[config.mk]
export PLATFORM = sky130hd
export DESIGN_NAME = plic_claim_master
export DESIGN_NICKNAME = d
export VERILOG_FILES = /design/src/rtl/plic_claim_master_pkg.sv /design/src/rtl/wb_single_master.sv /design/src/rtl/plic_claim_master.sv
export SDC_FILE = /design/constraint.sdc
export NUM_CORES = 1
export LEC_CHECK = 0
export BUFFER_PORTS_ARGS = -buffer_cell sky130_fd_sc_hd__clkbuf_2
export CORE_ASPECT_RATIO = 1.75
export CORE_MARGIN = 1.5
export CORE_UTILIZATION = 40
export CTS_BUF_LIST = sky130_fd_sc_hd__clkbuf_8 sky130_fd_sc_hd__clkbuf_16
export CTS_CLUSTER_DIAMETER = 100
export CTS_CLUSTER_SIZE = 8
export DETAILED_ROUTE_END_ITERATION = 8
export PLACE_DENSITY = 0.85
export SETUP_SLACK_MARGIN = 0.2
export SLEW_MARGIN = 20
export SYNTH_ARGS = -nofsm -noshare
export SYNTH_HDL_FRONTEND = slang
export SYNTH_SLANG_ARGS = --single-unit
[constraint.sdc]
create_clock -name clk -period 1.85 [get_ports clk]
set_input_delay 0.37 -clock clk [delete_from_list [all_inputs] [get_ports clk]]
set_output_delay 0.37 -clock clk [all_outputs]
set_load 0.1 [all_outputs]
[src/rtl/plic_claim_master_pkg.sv]
// Shared configuration for the PLIC claim/complete sequencer: Wishbone widths,
// PLIC register addresses, FSM state encoding and interrupt ID values.
`ifndef PERIPS_CFG_VH
`define PERIPS_CFG_VH
`define WB_AD_WIDTH        32
`define WB_DAT_WIDTH       32
`define IRQ_RESPONSE_ADDR  32'h0C20_0004
`define IRQ_COMPLETE_ADDR  32'h0C20_0008
`define PLIC_ST_IDLE       3'd0
`define PLIC_ST_ARB_C      3'd1
`define PLIC_ST_CLAIM      3'd2
`define PLIC_ST_DISPATCH   3'd3
`define PLIC_ST_SERVICE    3'd4
`define PLIC_ST_ARB_W      3'd5
`define PLIC_ST_COMPLETE   3'd6
`define PLIC_ST_HOLD       3'd7
`define IRQ_ID_NONE        2'd0
`define IRQ_ID_UART        2'd1
`define IRQ_ID_GPIO        2'd2
`endif

package plic_claim_master_pkg;
  localparam int WB_AW = `WB_AD_WIDTH;
  localparam int WB_DW = `WB_DAT_WIDTH;
  localparam int WB_SW = `WB_DAT_WIDTH / 8;

  localparam logic [WB_AW-1:0] DEF_CLAIM_ADDR    = `IRQ_RESPONSE_ADDR;
  localparam logic [WB_AW-1:0] DEF_COMPLETE_ADDR = `IRQ_COMPLETE_ADDR;

  localparam logic [2:0] S_IDLE     = `PLIC_ST_IDLE;
  localparam logic [2:0] S_ARB_C    = `PLIC_ST_ARB_C;
  localparam logic [2:0] S_CLAIM    = `PLIC_ST_CLAIM;
  localparam logic [2:0] S_DISPATCH = `PLIC_ST_DISPATCH;
  localparam logic [2:0] S_SERVICE  = `PLIC_ST_SERVICE;
  localparam logic [2:0] S_ARB_W    = `PLIC_ST_ARB_W;
  localparam logic [2:0] S_COMPLETE = `PLIC_ST_COMPLETE;
  localparam logic [2:0] S_HOLD     = `PLIC_ST_HOLD;

  localparam logic [1:0] IRQ_ID_NONE = `IRQ_ID_NONE;
  localparam logic [1:0] IRQ_ID_UART = `IRQ_ID_UART;
  localparam logic [1:0] IRQ_ID_GPIO = `IRQ_ID_GPIO;
endpackage

[src/rtl/wb_single_master.sv]
// Single-beat Wishbone initiator: launches one registered cycle on i_start and
// ends it on ack or after TIMEOUT cycles without ack.
module wb_single_master
  import plic_claim_master_pkg::*;
#(
  parameter int TIMEOUT = 255
) (
  input  logic             clk,
  input  logic             rst,
  input  logic             i_start,
  input  logic             i_we,
  input  logic [WB_AW-1:0] i_addr,
  input  logic [WB_DW-1:0] i_wdata,
  input  logic             i_ack,
  output logic             o_cyc,
  output logic             o_stb,
  output logic             o_we,
  output logic [WB_AW-1:0] o_addr,
  output logic [WB_DW-1:0] o_wdata,
  output logic [WB_SW-1:0] o_sel,
  output logic             o_done,
  output logic             o_timeout
);
  localparam logic [7:0] LAST_CNT = 8'(TIMEOUT - 1);

  logic             r_cyc;
  logic             r_we;
  logic [WB_AW-1:0] r_addr;
  logic [WB_DW-1:0] r_wdata;
  logic [WB_SW-1:0] r_sel;
  logic [7:0]       r_cnt;
  logic             w_end;

  // An ack arriving in the last allowed cycle still counts as success.
  assign o_done    = r_cyc & i_ack;
  assign o_timeout = r_cyc & ~i_ack & (r_cnt == LAST_CNT);
  assign w_end     = o_done | o_timeout;

  always_ff @(posedge clk) begin
    if (rst || w_end) begin
      r_cyc   <= 1'b0;
      r_we    <= 1'b0;
      r_addr  <= '0;
      r_wdata <= '0;
      r_sel   <= '0;
      r_cnt   <= '0;
    end else if (i_start && !r_cyc) begin
      r_cyc   <= 1'b1;
      r_we    <= i_we;
      r_addr  <= i_addr;
      r_wdata <= i_wdata;
      r_sel   <= '1;
      r_cnt   <= '0;
    end else if (r_cyc) begin
      r_cnt <= r_cnt + 8'd1;
    end
  end

  assign o_cyc   = r_cyc;
  assign o_stb   = r_cyc;
  assign o_we    = r_we;
  assign o_addr  = r_addr;
  assign o_wdata = r_wdata;
  assign o_sel   = r_sel;
endmodule

[src/rtl/plic_claim_master.sv]
// Core-side PLIC claim/complete sequencer: claims an interrupt over Wishbone,
// hands the ID to the core, and writes it back to the complete register.
module plic_claim_master
  import plic_claim_master_pkg::*;
#(
  parameter logic [WB_AW-1:0] CLAIM_ADDR    = DEF_CLAIM_ADDR,
  parameter logic [WB_AW-1:0] COMPLETE_ADDR = DEF_COMPLETE_ADDR,
  parameter int               TIMEOUT       = 255,
  parameter int               HOLDOFF       = 2
) (
  input  logic             clk,
  input  logic             rst,
  input  logic             plic_core_ext_irq_i,
  input  logic             irq_en_i,
  output logic             bus_req_o,
  input  logic             bus_gnt_i,
  output logic             wbm_plic_cyc_o,
  output logic             wbm_plic_stb_o,
  output logic             wbm_plic_we_o,
  output logic [WB_AW-1:0] wbm_plic_addr_o,
  output logic [WB_DW-1:0] wbm_plic_wdata_o,
  output logic [WB_SW-1:0] wbm_plic_sel_o,
  input  logic [WB_DW-1:0] plic_wbm_rdata_i,
  input  logic             plic_wbm_ack_i,
  output logic             irq_valid_o,
  output logic [1:0]       irq_id_o,
  input  logic             irq_ready_i,
  input  logic             irq_done_i,
  output logic             err_o,
  input  logic             err_clr_i,
  output logic [7:0]       spurious_cnt_o
);
  localparam logic [7:0] HOLD_LAST = 8'(HOLDOFF - 1);

  logic [2:0]       r_state;
  logic [2:0]       w_state_next;
  logic [1:0]       r_id;
  logic [7:0]       r_hold_cnt;
  logic [7:0]       r_spur_cnt;
  logic             r_err;
  logic             r_bus_req;
  logic             r_irq_valid;

  logic             w_start;
  logic             w_we;
  logic [WB_AW-1:0] w_addr;
  logic [WB_DW-1:0] w_wdata;
  logic             w_done;
  logic             w_timeout;
  logic [1:0]       w_claim_id;
  logic             w_claim_ack;
  logic             w_unused_rdata;

  assign w_claim_id     = plic_wbm_rdata_i[1:0];
  assign w_unused_rdata = ^plic_wbm_rdata_i[WB_DW-1:2];
  assign w_claim_ack    = (r_state == S_CLAIM) && w_done;

  // The bus engine is loaded in the same edge the FSM enters CLAIM/COMPLETE.
  assign w_we    = (r_state == S_ARB_W);
  assign w_start = bus_gnt_i && ((r_state == S_ARB_C) || (r_state == S_ARB_W));
  assign w_addr  = w_we ? COMPLETE_ADDR : CLAIM_ADDR;
  assign w_wdata = w_we ? {{(WB_DW-2){1'b0}}, r_id} : '0;

  wb_single_master #(
    .TIMEOUT (TIMEOUT)
  ) u_wb (
    .clk       (clk),
    .rst       (rst),
    .i_start   (w_start),
    .i_we      (w_we),
    .i_addr    (w_addr),
    .i_wdata   (w_wdata),
    .i_ack     (plic_wbm_ack_i),
    .o_cyc     (wbm_plic_cyc_o),
    .o_stb     (wbm_plic_stb_o),
    .o_we      (wbm_plic_we_o),
    .o_addr    (wbm_plic_addr_o),
    .o_wdata   (wbm_plic_wdata_o),
    .o_sel     (wbm_plic_sel_o),
    .o_done    (w_done),
    .o_timeout (w_timeout)
  );

  always_comb begin
    w_state_next = r_state;
    case (r_state)
      S_IDLE:     if (plic_core_ext_irq_i && irq_en_i) w_state_next = S_ARB_C;
      S_ARB_C:    if (bus_gnt_i) w_state_next = S_CLAIM;
      S_CLAIM: begin
        if (w_done)         w_state_next = (w_claim_id == IRQ_ID_NONE) ? S_HOLD : S_DISPATCH;
        else if (w_timeout) w_state_next = S_HOLD;
      end
      S_DISPATCH: if (irq_ready_i) w_state_next = S_SERVICE;
      S_SERVICE:  if (irq_done_i) w_state_next = S_ARB_W;
      S_ARB_W:    if (bus_gnt_i) w_state_next = S_COMPLETE;
      S_COMPLETE: if (w_done || w_timeout) w_state_next = S_HOLD;
      S_HOLD:     if (r_hold_cnt == HOLD_LAST) w_state_next = S_IDLE;
      default:    w_state_next = S_IDLE;
    endcase
  end

  always_ff @(posedge clk) begin
    if (rst) begin
      r_state     <= S_IDLE;
      r_id        <= IRQ_ID_NONE;
      r_hold_cnt  <= '0;
      r_spur_cnt  <= '0;
      r_err       <= 1'b0;
      r_bus_req   <= 1'b0;
      r_irq_valid <= 1'b0;
    end else begin
      r_state     <= w_state_next;
      r_bus_req   <= (w_state_next == S_ARB_C) || (w_state_next == S_CLAIM) ||
                     (w_state_next == S_ARB_W) || (w_state_next == S_COMPLETE);
      r_irq_valid <= (w_state_next == S_DISPATCH);
      r_hold_cnt  <= (r_state == S_HOLD) ? r_hold_cnt + 8'd1 : 8'd0;
      if (w_claim_ack) r_id <= w_claim_id;
      if (w_claim_ack && (w_claim_id == IRQ_ID_NONE) && (r_spur_cnt != 8'hFF))
        r_spur_cnt <= r_spur_cnt + 8'd1;
      // A timeout in the same cycle as a clear request leaves the error set.
      if (w_timeout)      r_err <= 1'b1;
      else if (err_clr_i) r_err <= 1'b0;
    end
  end

  assign bus_req_o      = r_bus_req;
  assign irq_valid_o    = r_irq_valid;
  assign irq_id_o       = r_id;
  assign err_o          = r_err;
  assign spurious_cnt_o = r_spur_cnt;
endmodule

* Word level (Yosys, flattened, before mapping)
Index checks and enable logic that the tools add are counted.
** Cells by class
- Add/subtract/negate cells :: 3
- Equality and inequality tests :: 15
- Muxes and demuxes :: 15
- Bitwise gates (word level) :: 6
- Reduce and logical (&&, ||, !) cells :: 18
** Operators with widths (number)
- 3-bit two-way mux :: 10
- 8-bit by 1-bit adder with 8-bit output (second input constant) :: 3
- 3-bit one-hot mux with 8 select lines :: 1
- 3-bit equality test (second input constant) :: 6
- 3-bit by 2-bit equality test with 1-bit output (second input constant) :: 4
- 8-bit by 1-bit equality test with 1-bit output (second input constant) :: 1
- 8-bit equality test (second input constant) :: 1
- 8-bit != test (second input constant) :: 1
- 3-bit by 1-bit equality test with 1-bit output (second input constant) :: 2
- 1-bit logical AND :: 6
- 1-bit logical OR :: 6
- 4-bit two-way mux :: 1
- 2-bit OR reduction :: 2
- 1-bit bitwise AND :: 3
- 3-bit zero test :: 1
- 2-bit zero test :: 1
- 1-bit two-way mux :: 2
- 2-bit two-way mux :: 1
- 1-bit NOT :: 2
- 2-bit nonzero test :: 1
- 1-bit zero test :: 1
- 1-bit OR :: 1
** Word-level totals
- Flip-flop bits (word level) :: 99
- Input port bits :: 41
- Output and inout bits :: 84
- Word-level logic and storage cells :: 70

* Logic depth before layout (Yosys ltp)
- Depth after elaboration :: 10
- Depth in mapped cells :: 8
- Mapped depth without buffers :: 8

* By module
A second synthesis with hierarchy kept.
** Second synthesis, totals
- Cell total of the unflattened synthesis :: 467
- Area, all modules :: 3916.3 µm²
** By module, submodules not included
- wb_single_master :: times used 1, cells an instance 338, area an instance 2748.9 µm², sequential area each 1481.4 µm²
- plic_claim_master :: times used 1, cells an instance 129, area an instance 1167.4 µm², sequential area each 480.5 µm²

* Least setup slack after synthesis
OpenSTA, ideal clock, no wires.
- Path kind :: register to register
- From :: register, netlist name u_wb.o_addr[26]
- To :: register r_spur_cnt[7], in the netlist spurious_cnt_o[7]
- Library setup time :: 0.132 ns
- Data arrival time :: 2.525 ns
- Data required time :: 1.718 ns
- Setup slack :: -0.808 ns
- Stages on the path, launching flop included :: 7
- Path buffers :: 2
- Clock period less this slack :: 2.658 ns
- Cell sequence :: dfxtp_1 > nand2_1 > or4_1 > buf_2 > buf_2 > o41ai_1 > a21oi_1
** RTL lines
- to (signal assigned) :: RTL line plic_claim_master.sv:119 : r_spur_cnt <= r_spur_cnt + 8'd1;
- to (decl) :: RTL line plic_claim_master.sv:39 : logic [7:0] r_spur_cnt;

* Worst setup path after layout
- From :: register r_state[2]
- To :: register r_spur_cnt[3], in the netlist spurious_cnt_o[3]
** On the way
- Cells in the longest elaborated chain, start to end :: 4
** RTL lines
- from (decl) :: RTL line plic_claim_master.sv:35 : logic [2:0] r_state;
- from (signal assigned) :: RTL line plic_claim_master.sv:112 : r_state <= w_state_next;
- 3-bit by 2-bit equality test with 1-bit output :: RTL line plic_claim_master.sv:56 : assign w_claim_ack = (r_state == S_CLAIM) && w_done;
- 1-bit logical AND :: RTL line plic_claim_master.sv:56
- 1-bit logical AND (2 in series) :: RTL line plic_claim_master.sv:118 : if (w_claim_ack && (w_claim_id == IRQ_ID_NONE) && (r_spur_cnt != 8'hFF))
Every way passes these cells.
A chain may end at the register's enable or synchronous reset.

==> results.cfg <==
[run_status]
outcome = finished, violations left
violations = setup timing

[setup_path]
critPathCaptureType = register
path_max_fanout = 5
worstPathRequired_ns = 2.07
cp-start-kind = register
crit_path_start = r_state[2]
worstSetupPathType = reg -> reg
arrival_ns = 2.14
r2r_start = r_state[2]
r2r_cells = 4

[floorplan]
core-area_um2 = 5300
die_x_um = 59.2
die_area_um2 = 5990
dieHeight_um = 101
io_pins = 125
rows = 35
initial_core_util_pct = 41.7

[logic_synthesis]
synth_area_um2 = 2210
synthFlopType = dfxtp_1
synth_edf_count = 0
ys_seq_area_share_pct = 33.5
ys_top_cells_by_area = dfxtp_1 34%, buf_4 23%, nor2_1 3.7%, xor2_1 3.6%, a21oi_1 3.4%
yosysWarnings = 0
synthCells = 262
synth_top_area_cell = dfxtp_1
synth.distinct_cells = 45
synth_top_cell_area_share_pct = 33.5
ys_seq_elements = 37
async_flop_share_pct = 0
avgSynthCellArea_um2 = 8.43

[clocking]
cts.clk_slew.worst_paths_ns = 0.07
ctsHoldBuffers = 0
cts.sinks = 37
cts_buffer_depth = 2
cts_tree = done
htree_levels = 2
root_buffer = clkbuf_8
numCtsBuffers = 5
worstSkewPairLatency_ns = 0.29

[placement]
portBuffers = 37
gp_congestion = 0.873
hpwl_um = 3040

[sta]
slew_headroom_pct = 55.8
finalHoldViolations = 0
setup_ws_ns = -0.0643
finalSetupViolCount = 4
tns_ns = -0.180
period_share_pct = 103
timing.final.max_slew_violations = 0
final.setup_skew_ns = 0.00736
tightest_slew_ns = 0.660
max_freq_mhz = 522
rsz0062_at_grt = yes
period_minus_slack_ns = 1.91

[route]
vias = 1783
avgViaCountPerCell = 4.72
drc = 0
drt_wl_total_um = 4380
drt_iter0_drc = 60
dr.pass1.iters = 4
ant_nets = 0
wire_per_inst_um = 11.6

[power]
p_leak_nw = 1.10
p_per_area_nw_per_um2 = 881
p_total_mw = 2.27
irDropWorstVdd_mv = 0.417

[final_layout]
syn2layout_area_growth_pct = 16.7
num-fill-cells = 488
n_antenna_cell = 0
nets = 351
layout-drive-gt1-share_pct = 33.6

[job]
cap_violations = 0

[grt]
grt_first_pass_wirelength_um = 6690
antenna_found_initial = 0
grt_start_max_net_pins = 21
grtUsageTotal_pct = 14.5
grt_pass1_vias = 1586
grt-ovfl-total = 0

[min_path]
hold_start = plic_wbm_rdata_i[1]
hold_path.class = in -> reg
whs_path_depth = 3
==> report_power, final <==
group | internal (mW) | switching, mW | total (mW)
logic | 0.120 | 0.806 | 0.926
clock network | 0.250 | 0.264 | 0.514
registers | 0.817 | 0.0106 | 0.828
==> synth_stat cells (all sizes together), types with 2 or more instances <==
cell type	count
nand4	4
o41ai	2
nand2b	7
or3	3
buf	71
a211oi	3
xnor2	4
nor2b	3
inv	4
xor2	9
nor2	22
o21ai	5
ha	6
a21oi	15
nand2	14
nand3	13
o31ai	5
and4	2
clkbuf	5
or4	6
or3b	2
and3	3
dfxtp	37
==> path summary, 6_finish.rpt <==
check / to / slack (ns)
worst max-delay path: spurious_cnt_o[3] / -0.06
worst min-delay path: irq_id_o[1] / 0.34
worst max register to register: spurious_cnt_o[3] / -0.06
worst min register to register: r_hold_cnt[0] / 0.43
==> sequential cells by signal, indices dropped and copies added, names as in the netlist <==
name and count:
r_hold_cnt 8, spurious_cnt_o 8, u_wb.r_cnt 8, r_state 3, u_wb.o_addr 3, irq_id_o 2
u_wb.o_wdata 2, bus_req_o 1, err_o 1, irq_valid_o 1
==> through the flow <==
step           utilization, %  worst slack, ns  hold WS (ns)  std cells  cell area [um^2]
2_1_floorplan               -           -0.168         0.430        318              2480
5_1_grt                  48.6           -0.108         0.335        378              2580
4_1_cts                  46.4          -0.0600         0.335        376              2460
6_report                 48.6          -0.0643         0.343        378              2580
3_3_place_gp             43.4          -0.0296         0.447        366              2300
3_5_place_dp             43.4          -0.0639         0.452        366              2300
==> logic make-up (layout without fill, tap and decap cells) <==
logic type	count (synthesis)	count (layout)	share of synthesized area, %
fa+ha+maj	6	6	3.40
compound gates	37	37	10.8
other cells	1	57	0.170
simple gates	88	89	21.5
flops	37	37	33.5
buf+inv	80	65	25.4
xor+xnor	13	13	5.16
==> placed cells by master (no fill, tap or decap), drive strengths merged, types with 2 or more instances in the layout <==
cell    count
inv         5
conb       57
o21ai       5
nand2      14
nor2b       3
nand4       4
o41ai       2
ha          6
or3b        2
dfxtp      37
buf        26
or4         7
xor2        9
clkbuf     33
a211oi      3
o31ai       5
or3         3
and3        3
a21oi      15
nor2       22
and4        2
xnor2       4
nand3      13
nand2b      7
==> critical path: stages, from the launching register on <==
cell and delay [ns]:
dfxtp_1 0.31, or3b_4 0.40, or4_4 0.46, or4_4 0.54
a21oi_2 0.13
==> layer usage <==
metal,track usage (%),vias up,share of wire [%]
met4,8.04,0,2.5
li1,-,864,-
met5,0,-,0
met2,26.1,82,53
met3,4.21,10,5.2
met1,14.5,827,39
==> what timing repair did <==
item	CTS	global route
gates resized for setup	18	34
gates cloned	1	0
endpoints found under the setup margin	25	26
hold endpoints to repair	0	0
buffers inserted	2	2
pin swaps	12	15
==> final cells by class <==
cell class | count | area [um^2] | area share [%]
multi-input combinational | 202 | 1280 | 49.7
sequential | 37 | 761 | 29.5
timing repair buffer | 54 | 350 | 13.6
tap | 74 | 92.6 | 3.59
clock buffer | 5 | 68.8 | 2.67
inverter | 4 | 15.0 | 0.583
clock inverter | 2 | 8.76 | 0.340
Note: power is estimated with default switching activity, not from simulation.
